[src/rtl/mips_pkg.sv]
// rtl/mips_pkg.sv - shared widths and ALU command encodings for the ID/EX stage
package mips_pkg;

    localparam int DATA_W = 16;
    localparam int REG_AW = 3;

    typedef logic [2:0] alu_cmd_t;

    localparam alu_cmd_t ALU_ADD = 3'b000;
    localparam alu_cmd_t ALU_SUB = 3'b001;
    localparam alu_cmd_t ALU_SLL = 3'b010;
    localparam alu_cmd_t ALU_SGT = 3'b011;
    localparam alu_cmd_t ALU_SRL = 3'b100;

endpackage

[src/rtl/fwd_mux.sv]
// rtl/fwd_mux.sv - per-operand bypass select from EX/MEM, MEM/WB or the stage register
module fwd_mux #(
    parameter int DATA_W = mips_pkg::DATA_W,
    parameter int REG_AW = mips_pkg::REG_AW
) (
    input  logic [REG_AW-1:0] rs_i,
    input  logic [DATA_W-1:0] reg_val_i,
    input  logic [REG_AW-1:0] exmem_rd_i,
    input  logic              exmem_wb_en_i,
    input  logic              exmem_is_load_i,
    input  logic [DATA_W-1:0] exmem_res_i,
    input  logic [REG_AW-1:0] memwb_rd_i,
    input  logic              memwb_wb_en_i,
    input  logic [DATA_W-1:0] memwb_data_i,
    output logic [DATA_W-1:0] fwd_val_o
);

    // Youngest producer wins; a load in EX/MEM has no data yet, and r0 is hardwired to zero
    always_comb begin
        fwd_val_o = reg_val_i;
        if (rs_i == '0) begin
            fwd_val_o = '0;
        end else if (exmem_wb_en_i && !exmem_is_load_i && (exmem_rd_i == rs_i)) begin
            fwd_val_o = exmem_res_i;
        end else if (memwb_wb_en_i && (memwb_rd_i == rs_i)) begin
            fwd_val_o = memwb_data_i;
        end
    end

endmodule

[src/rtl/id_ex_stage.sv]
// rtl/id_ex_stage.sv - ID/EX pipeline register with bypassing, load-use bubble, hold and flush
module id_ex_stage #(
    parameter int DATA_W = mips_pkg::DATA_W,
    parameter int REG_AW = mips_pkg::REG_AW
) (
    input  logic              clk,
    input  logic              rst,
    input  logic              id_valid,
    input  logic [DATA_W-1:0] id_op1,
    input  logic [DATA_W-1:0] id_op2,
    input  logic [DATA_W-1:0] id_imm,
    input  logic              id_use_imm,
    input  logic [2:0]        id_cmd,
    input  logic [REG_AW-1:0] id_rs1,
    input  logic [REG_AW-1:0] id_rs2,
    input  logic [REG_AW-1:0] id_rd,
    input  logic              id_wb_en,
    input  logic              id_is_load,
    input  logic [REG_AW-1:0] exmem_rd,
    input  logic              exmem_wb_en,
    input  logic              exmem_is_load,
    input  logic [DATA_W-1:0] exmem_res,
    input  logic [REG_AW-1:0] memwb_rd,
    input  logic              memwb_wb_en,
    input  logic [DATA_W-1:0] memwb_data,
    input  logic              hold,
    input  logic              flush,
    output logic [DATA_W-1:0] alu_op1,
    output logic [DATA_W-1:0] alu_op2,
    output logic [2:0]        alu_cmd,
    output logic              ex_valid,
    output logic              ex_wb_en,
    output logic              ex_is_load,
    output logic [REG_AW-1:0] ex_rd,
    output logic              id_stall
);

    import mips_pkg::*;

    logic              valid_q;
    logic [DATA_W-1:0] op1_q;
    logic [DATA_W-1:0] op2_q;
    logic [DATA_W-1:0] imm_q;
    logic              use_imm_q;
    logic [2:0]        cmd_q;
    logic [REG_AW-1:0] rs1_q;
    logic [REG_AW-1:0] rs2_q;
    logic [REG_AW-1:0] rd_q;
    logic              wb_en_q;
    logic              is_load_q;

    logic [DATA_W-1:0] fwd1;
    logic [DATA_W-1:0] fwd2;
    logic              load_use;

    fwd_mux #(.DATA_W(DATA_W), .REG_AW(REG_AW)) u_fwd_op1 (
        .rs_i           (rs1_q),
        .reg_val_i      (op1_q),
        .exmem_rd_i     (exmem_rd),
        .exmem_wb_en_i  (exmem_wb_en),
        .exmem_is_load_i(exmem_is_load),
        .exmem_res_i    (exmem_res),
        .memwb_rd_i     (memwb_rd),
        .memwb_wb_en_i  (memwb_wb_en),
        .memwb_data_i   (memwb_data),
        .fwd_val_o      (fwd1)
    );

    fwd_mux #(.DATA_W(DATA_W), .REG_AW(REG_AW)) u_fwd_op2 (
        .rs_i           (rs2_q),
        .reg_val_i      (op2_q),
        .exmem_rd_i     (exmem_rd),
        .exmem_wb_en_i  (exmem_wb_en),
        .exmem_is_load_i(exmem_is_load),
        .exmem_res_i    (exmem_res),
        .memwb_rd_i     (memwb_rd),
        .memwb_wb_en_i  (memwb_wb_en),
        .memwb_data_i   (memwb_data),
        .fwd_val_o      (fwd2)
    );

    // A load in EX cannot feed the decode instruction; an immediate replaces rs2 so it never conflicts
    always_comb begin
        load_use = valid_q && is_load_q && (rd_q != '0) && id_valid &&
                   ((rd_q == id_rs1) || ((rd_q == id_rs2) && !id_use_imm));
    end

    assign id_stall   = hold | load_use;
    assign alu_op1    = fwd1;
    assign alu_op2    = use_imm_q ? imm_q : fwd2;
    assign alu_cmd    = valid_q ? cmd_q : ALU_ADD;
    assign ex_valid   = valid_q;
    assign ex_wb_en   = wb_en_q;
    assign ex_is_load = is_load_q;
    assign ex_rd      = rd_q;

    // Stage register: flush beats hold beats load-use bubble beats normal capture
    always_ff @(posedge clk or posedge rst) begin
        if (rst) begin
            valid_q   <= 1'b0;
            op1_q     <= '0;
            op2_q     <= '0;
            imm_q     <= '0;
            use_imm_q <= 1'b0;
            cmd_q     <= ALU_ADD;
            rs1_q     <= '0;
            rs2_q     <= '0;
            rd_q      <= '0;
            wb_en_q   <= 1'b0;
            is_load_q <= 1'b0;
        end else if (flush) begin
            valid_q   <= 1'b0;
            wb_en_q   <= 1'b0;
            is_load_q <= 1'b0;
            cmd_q     <= ALU_ADD;
        end else if (hold) begin
            // Re-latch bypassed operands so a producer retiring mid-hold is not lost
            op1_q     <= fwd1;
            op2_q     <= fwd2;
        end else if (load_use) begin
            valid_q   <= 1'b0;
            wb_en_q   <= 1'b0;
            is_load_q <= 1'b0;
        end else begin
            valid_q   <= id_valid;
            op1_q     <= id_op1;
            op2_q     <= id_op2;
            imm_q     <= id_imm;
            use_imm_q <= id_use_imm;
            cmd_q     <= id_cmd;
            rs1_q     <= id_rs1;
            rs2_q     <= id_rs2;
            rd_q      <= id_rd;
            wb_en_q   <= id_wb_en & id_valid;
            is_load_q <= id_is_load & id_valid;
        end
    end

endmodule
[config.mk]
export PLATFORM = sky130hd
export DESIGN_NAME = id_ex_stage
export DESIGN_NICKNAME = d
export VERILOG_FILES = /design/src/rtl/mips_pkg.sv /design/src/rtl/fwd_mux.sv /design/src/rtl/id_ex_stage.sv
export SDC_FILE = /design/constraint.sdc
export NUM_CORES = 1
export LEC_CHECK = 0
export ABC_AREA = 1
export CORE_AREA = 2 2 103 105
export DETAILED_ROUTE_END_ITERATION = 8
export DIE_AREA = 0 0 105 107
export HOLD_SLACK_MARGIN = 0.03
export PLACE_DENSITY = 0.85
export SLEW_MARGIN = 20
export SYNTH_ARGS = -nofsm -noshare
export SYNTH_HDL_FRONTEND = slang
export SYNTH_HIERARCHICAL = 1
export SYNTH_SLANG_ARGS = --single-unit
[constraint.sdc]
create_clock -name clk -period 3.6 [get_ports clk]
set_clock_uncertainty 0.2 [all_clocks]
set_input_delay 0.9 -clock clk [delete_from_list [all_inputs] [get_ports clk]]
set_output_delay 0.9 -clock clk [all_outputs]
set_load 0.01 [all_outputs]
Yosys cells after proc, flatten, opt, wreduce, memory -nomap -nowiden:

Cells that the tools add are included.

* bitwise operators: 6
* equal/unequal tests: 9
* mux-type cells: 24
* reductions and logical operators: 19

Operators with widths (count)
* $mux 16: 11
* $eq 3x3->1: 6
* $mux 3: 4
* $logic_and 1x1->1: 10
* $mux 1: 9
* $logic_not 3->1: 2
* $ne 2x2->1 const B: 2
* $reduce_and 2->1: 2
* $not 1->1: 3
* $reduce_and 3->1: 1
* $reduce_bool 3->1: 1
* $and 1x1->1: 2
* $logic_not 1->1: 2
* $ne 2x1->1 const B: 1
* $logic_or 1x1->1: 1
* $or 1x1->1: 1

* input port bits: 109
* bits in registers: 64
* word-level logic and storage cells: 69
* output and inout bits: 42

Logic depth before layout (Yosys ltp):

Gate-level depths: netlist (run 1).

* depth after elaboration: 7
* gate-level depth with buffers: 14
* gate-level depth less buffers: 13

Modules after synthesis:

The synthesis (run 1) kept the hierarchy.

By module, submodules not included
* id_ex_stage: times used 1, area each 3367.0 µm², sequential area each 1601.5 µm², cells an instance 467
* fwd_mux: times used 2, area each 868.3 µm², sequential area each 0.0 µm², cells an instance 187

Worst setup path before layout (run 1):

Ideal clock, no wire load.

* path type: input -> output
* start: input port memwb_rd[0]
* end: output port alu_op2[10]
* slack: 0.557 ns
* required time: 2.500 ns
* arrival time: 1.943 ns
* buffers on the path: 1
* stages: 11
* path through: inv_1 -> nand2_1 -> nand2_1 -> nor2_4 -> buf_4 -> nand3_1 -> nand3_1 -> nand2_1 -> inv_1 -> inv_1 -> o21ai_0

* cells in the longest elaborated chain, start to end: 6

Ends and longest elaborated chain
* from (decl): RTL line id_ex_stage.sv:23 `input logic [REG_AW-1:0] memwb_rd,`
* $eq 3x3->1: RTL line fwd_mux.sv:25 `end else if (memwb_wb_en_i && (memwb_rd_i == rs_i)) begin`
* $logic_and 1x1->1: RTL line fwd_mux.sv:25
* $mux 16: RTL line fwd_mux.sv:25
* $mux 16: RTL line fwd_mux.sv:23 `end else if (exmem_wb_en_i && !exmem_is_load_i && (exmem_rd_i == rs_i)) begin`
* $mux 16: RTL line fwd_mux.sv:21 `if (rs_i == '0) begin`
* net fwd2[10]: RTL line id_ex_stage.sv:53 `logic [DATA_W-1:0] fwd2;`
* $mux 16: RTL line id_ex_stage.sv:90 `assign alu_op2 = use_imm_q ? imm_q : fwd2;`
* to (decl): RTL line id_ex_stage.sv:29 `output logic [DATA_W-1:0] alu_op2,`

The timed path passes the listed nets, and every way through them passes these cells.

Final worst setup path (run 1):

* start: input port memwb_rd[1]
* end: output port alu_op1[0]

* cells in the longest elaborated chain, start to end: 5

Ends and longest elaborated chain
* $eq 3x3->1: RTL line fwd_mux.sv:25
* $logic_and 1x1->1: RTL line fwd_mux.sv:25
* $mux 16: RTL line fwd_mux.sv:25
* $mux 16: RTL line fwd_mux.sv:23
* $mux 16: RTL line fwd_mux.sv:21
* to (decl): RTL line id_ex_stage.sv:28 `output logic [DATA_W-1:0] alu_op1,`

No other way between the ends.

==> results.yml, run 1 <==
sta:
  rsz0062_at_grt: "false"
  drv_slew: 0
  finalSetupViolations: 0
  worst_slack_ps: 79.9
  slew_headroom_pct: 40.8
  fin_crit_sh_pct: 97.8
  finalCriticalPeriod_ps: 3520
  timing.fmax_mhz: 284
  hold_viol_final: 0
  tightestPinTransition_ps: 887
setup_path:
  required_ps: 2500
  cp_max_fo: 6
  cp-start-kind: "input pin"
  critical_path_class: "input pin to output pin"
  cp-end-kind: "output pin"
  cp_data_arrival_time_ps: 2420
yosys:
  syn_avg_cell_area_um2: 6.07
  syn_nets: 950
  yosysSeqAreaShare_pct: 31.4
  synth_area_um2: 5100
  ys_ff_latch: 64
  ys_types: 22
  synth_cells: 841
  yosysWarnings: 6
clock_tree:
  cts_tree: "yes"
  root_buffer: "clkbuf_8"
  htreeDepth: 3
  cts_sinks: 64
  cts_inserted_buffers: 9
  ctsLongestPathBuffers: 2
  hold_buffers: 0
  path_clk_slew_ps: 70
  clkLatencyLatePin_ps: 360
finish:
  nets: 1125
  final_util_pct: 70.7
  drive_gt1_share_pct: 16.7
  diodes: 0
  syn_to_final_growth_pct: 39.9
floorplan:
  io_pins: 151
  num_rows: 37
  fp.dieH_um: 107
  start_util_pct: 50.6
  core_um2: 10100
  die_w_um: 105
  die_area_um2: 11200
global_route:
  grt_pass1_vias: 5723
  grt_pass1_wl_um: 27500
  grtUsageTotal_pct: 30.2
  overflow: 0
  grt_max_degree: 84
  antenna_found_initial: 0
drt:
  route.detailed.drc: 0
  first_pass_iters: 5
  postRouteAntennaNets: 0
  vias_per_cell: 5.06
  wl_um: 16400
  num_vias: 5854
  drt_iter0_drc: 498
  wl_per_cell_um: 14.2
run_status:
  outcome: "complete, no violations"
placement:
  gp_congestion: 0.894
  dp_slack_ps: -590
  port_buffers: 150
  dp.final_hpwl_um: 10900
power:
  finalPower_mw: 2.48
  p_per_area_nw_per_um2: 348
  power.leakage_nw: 4.15
  ir_drop_mv: 0.266
job:
  cap_viol_max_count: 0
worst_hold_path:
  hold_path_class: "register to register"
[sequential cells by signal (all words and copies together), names as in the netlist]
name	flops
ex_valid	1
op2_q	16
ex_is_load	1
use_imm_q	1
cmd_q	3
ex_wb_en	1
rs1_q	3
rs2_q	3
imm_q	16
ex_rd	3
op1_q	16
[repair_timing]
item	in CTS	in global routing
pin swaps	14	5
cloned	3	0
setup buffers	26	1
setup endpoints to repair	33	29
gates resized for setup	166	12
hold endpoints to repair	0	0
[worst max-delay path, cell delays in order]
cell	delay, ps
dlygate4sd2_1	220
buf_6	110
inv_1	40
nand2_1	60
nand2_2	60
nor2_4	270
buf_6	150
nand3_1	80
nand3_1	90
nand2_1	70
inv_1	110
clkdlybuf4s15_2	230
[power breakdown]
part | switching [mW] | total, mW | internal [mW]
clock network | 0.326 | 0.582 | 0.257
logic | 0.563 | 1.02 | 0.458
registers | 0.0745 | 0.881 | 0.806
total | 0.964 | 2.48 | 1.52
[cells in the mapped netlist]
cell type	count	area [um2]
clkbuf_1	9	33.8
nand3_2	1	10.0
nor2_4	6	67.6
dfrtp_1	64	1600
nand2_4	4	45.0
xnor2_1	1	8.76
nand2_2	12	75.1
nand3_4	1	17.5
buf_4	4	30.0
inv_2	27	101
nand4_1	32	200
o21ai_0	32	160
nor2_1	10	37.5
nor2_8	2	40.0
nand2_1	345	1290
clkinv_1	1	3.75
inv_1	121	454
buf_6	13	146
nand3_1	135	676
buf_1	5	18.8
a31oi_1	1	6.26
buf_2	15	75.1
[kinds of logic after synthesis]
group	Yosys count	share of synthesized area (%)
flip-flops	64	31.4
AND/OR/NAND/NOR	548	48.3
buffers and inverters	195	16.9
AO/OA/AOI/OAI	33	3.26
XOR/XNOR	1	0.172
[cell usage in the layout, fill, tap and decap left out, drive strengths merged, types with 3 or more instances in the layout]
| master | instances |
|---|---|
| buf | 87 |
| clkbuf | 9 |
| clkdlybuf4s15 | 3 |
| clkdlybuf4s50 | 108 |
| clkinv | 4 |
| dfrtp | 64 |
| dlygate4sd2 | 9 |
| inv | 151 |
| nand2 | 363 |
| nand3 | 137 |
| nand4 | 32 |
| nor2 | 18 |
| o21ai | 32 |
[final timing paths]
check | from | end | slack, ps | depth (start not counted)
max in group asynchronous | rst | op2_q[15]$_DFFE_PP0P_ | 1810 | 3
min | op2_q[1]$_DFFE_PP0P_ | op2_q[1]$_DFFE_PP0P_ | 270 | 2
min reg2reg | op2_q[1]$_DFFE_PP0P_ | op2_q[1]$_DFFE_PP0P_ | 270 | 2
min in group asynchronous | rst | imm_q[7]$_DFFE_PP0P_ | 750 | 2
max | memwb_rd[1] | alu_op1[0] | 80 | 12
max reg2reg | ex_valid$_DFFE_PP0P_ | op1_q[5]$_DFFE_PP0P_ | 1380 | 8
[through the flow]
stage | cell area, um2 | cells | hold slack [ps] | TNS (ps)
after floorplan | 5100 | 841 | 242 | 0
after global placement | 6730 | 1111 | 253 | -13980
after global routing | 7140 | 1157 | 298 | 0
final | 7140 | 1157 | 273 | 0
after detailed placement | 6730 | 1111 | 259 | -14410
after CTS | 7100 | 1156 | 278 | 0
[layout make-up]
class / count / area, um2
fill: 877 / 2950
multi-input combinational: 584 / 2700
timing repair buffer: 208 / 1930
sequential: 64 / 1600
inverter: 149 / 559
tap: 136 / 170
clock buffer: 9 / 124
clock inverter: 7 / 56.3
[layer usage]
| metal | GRT usage [%] | share of wire [%] |
|---|---|---|
| met5 | 0 | 0 |
| met4 | 9.90 | 2.7 |
| met3 | 9.06 | 10 |
| met2 | 50.4 | 47 |
| met1 | 37.5 | 40 |
Power figures use the tool's default switching activity.
==> run 2, diff against run 1 <==
--- a/config.mk
+++ b/config.mk
@@ -7,8 +7,10 @@
 export LEC_CHECK = 0
 export ABC_AREA = 1
 export CORE_AREA = 2 2 103 105
+export CTS_CLUSTER_SIZE = 14
 export DETAILED_ROUTE_END_ITERATION = 8
 export DIE_AREA = 0 0 105 107
+export GPL_TIMING_DRIVEN = 0
 export HOLD_SLACK_MARGIN = 0.03
 export PLACE_DENSITY = 0.85
 export SLEW_MARGIN = 20
==> results.yml, run 2 (synthesized netlist as in run 1, its figures left out) <==
sta:
  tightestPinTransition_ps: 691
  worst_slack_ps: 101
  finalSetupViolations: 0
  hold_viol_final: 0
  slew_headroom_pct: 53.9
  drv_slew: 0
  timing.fmax_mhz: 286
  fin_crit_sh_pct: 97.2
  rsz0062_at_grt: "false"
  finalCriticalPeriod_ps: 3500
global_route:
  grtUsageTotal_pct: 29.9
  overflow: 0
  grt_max_degree: 45
  antenna_found_initial: 0
  grt_pass1_wl_um: 26800
  grt_pass1_vias: 5569
clock_tree:
  path_clk_slew_ps: 70
  ctsLongestPathBuffers: 2
  htreeDepth: 3
  hold_buffers: 0
  cts_inserted_buffers: 9
  clkLatencyLatePin_ps: 360
  root_buffer: "clkbuf_8"
  cts_sinks: 64
  cts_tree: "yes"
finish:
  nFillCells: 867
  instances_no_fill: 1161
  reg_top3: "imm_q (16), op1_q (16), op2_q (16)"
  final_common_cell: "nand2_1"
  nets: 1129
  syn_to_final_growth_pct: 41.4
  diodes: 0
  drive_gt1_share_pct: 15.3
  final_cell_mix: "339 x nand2_1, 134 x nand3_1, 116 x inv_1, 106 x clkdlybuf4s50_1, 64 x dfrtp_1"
  fin_area_um2: 7220
setup_path:
  crit_end: "alu_op2[2]"
  ff2ff_path_depth: 15
  cp_data_arrival_time_ps: 2400
  required_ps: 2500
  regToRegEndpoint: "op2_q[2]$_DFFE_PP0P_"
  cp-start-kind: "input pin"
  critical_path_class: "input pin to output pin"
  crit_start: "exmem_rd[2]"
  reg2reg_from: "rs2_q[2]$_DFFE_PP0P_"
  r2r_slack_ps: 1550
  cp-end-kind: "output pin"
  cp_max_fo: 6
power:
  power.share.switching_pct: 35.7
  internal_power_mw: 1.72
  p_per_area_nw_per_um2: 371
  pwr-share-clk_pct: 29.7
  p_switching_mw: 0.957
  ir_drop_mv: 0.316
  pwr-share-seq_pct: 32.6
  power.leakage_nw: 4.16
  comb_power_share_pct: 37.7
  finalPower_mw: 2.68
floorplan:
  die_w_um: 105
  start_util_pct: 50.6
  fp.dieH_um: 107
  num_rows: 37
  core_um2: 10100
  die_area_um2: 11200
  io_pins: 151
drt:
  wl_um: 16500
  postRouteAntennaNets: 0
  vias_per_cell: 5.00
  num_vias: 5800
  drt_iter0_drc: 349
  wl_per_cell_um: 14.3
  route.detailed.drc: 0
  first_pass_iters: 5
placement:
  dp_slack_ps: -737
  placedCellCount: 1127
  gp_congestion: 0.870
  dp.final_hpwl_um: 12000
  place_area_um2: 6790
  port_buffers: 149
job:
  cap_viol_max_count: 0
worst_hold_path:
  hold_path_class: "register to register"
run_status:
  outcome: "complete, no violations"
[run 2: changes by cell type in the layout (fill, tap and decap cells not counted), sizes merged]
cell and delta:
buf -18, bufinv +3, clkbuf +11, clkdlybuf4s50 -2, clkinv -2, dlygate4sd2 +16, dlymetal6s2s -1, inv -2
nand2 -2, nor2 +1
[run 2: power groups by stage]
stage          sequential, mW  combinational (mW)  clock, mW
3_3_place_gp            0.880               0.960          0
4_1_cts                 0.871               0.987      0.798
6_report                0.874                1.01      0.796
2_1_floorplan           0.868               0.571          0
3_5_place_dp            0.881               0.978          0
5_1_grt                 0.886                1.12      0.841
[run 2: worst max-delay path, cell delays in order]
cell	delay, ps
dlygate4sd2_1	270
nand2_1	90
nand2_2	70
nor2_4	170
buf_6	150
buf_4	120
nand3_1	80
nand2_1	80
inv_1	40
nand2_1	70
inv_1	40
inv_1	60
o21ai_0	70
buf_2	170
[run 2: per-stage QoR]
step,hold WS [ps],setup TNS (ps),utilization [%]
final,278,0,71.5
after CTS,277,-8.21,71.4
after global routing,291,0,71.5
after floorplan,242,0,-
after detailed placement,258,-15360,67.3
after global placement,255,-26450,67.0
[run 2: what timing repair did]
action / in CTS / in global routing
endpoints found under the setup margin: 33 / 17
resized for setup: 133 / 9
gates cloned: 4 / 0
pin swaps: 12 / 6
setup buffers: 13 / 1
[run 2: layout make-up]
cell class                 instances  area, um2  share of cell area (%)
buffer                            46        312                    4.32
clock buffer                      10        138                    1.91
clock inverter                     6        115                    1.59
inverter                         149        562                    7.78
multi-input combinational        583       2750                    38.2
sequential                        64       1600                    22.2
tap                              136        170                    2.36
timing repair buffer             167       1570                    21.7
[run 2: worst min-delay path by stage]
stage / start / slack [ps] / cells after the start / end
2_1_floorplan: imm_q[0]$_DFFE_PP0P_ / 240 / 2 / imm_q[0]$_DFFE_PP0P_
3_3_place_gp: op2_q[15]$_DFFE_PP0P_ / 250 / 2 / op2_q[15]$_DFFE_PP0P_
3_5_place_dp: op1_q[12]$_DFFE_PP0P_ / 260 / 2 / op1_q[12]$_DFFE_PP0P_
4_1_cts: op2_q[4]$_DFFE_PP0P_ / 280 / 2 / op2_q[4]$_DFFE_PP0P_
5_1_grt: imm_q[0]$_DFFE_PP0P_ / 290 / 2 / imm_q[0]$_DFFE_PP0P_
6_report: op2_q[10]$_DFFE_PP0P_ / 280 / 2 / op2_q[10]$_DFFE_PP0P_
[run 2: routing by layer]
| layer | vias up | routed length (um) | global-route usage (%) | part of all wire (%) |
|---|---|---|---|---|
| met5 | - | 0 | 0 | 0 |
| met4 | 0 | 361 | 10.3 | 2.2 |
| met3 | 34 | 1440 | 8.51 | 8.7 |
| met2 | 271 | 8130 | 53.5 | 49 |
| met1 | 2551 | 6610 | 34.3 | 40 |
| li1 | 2944 | - | - | - |
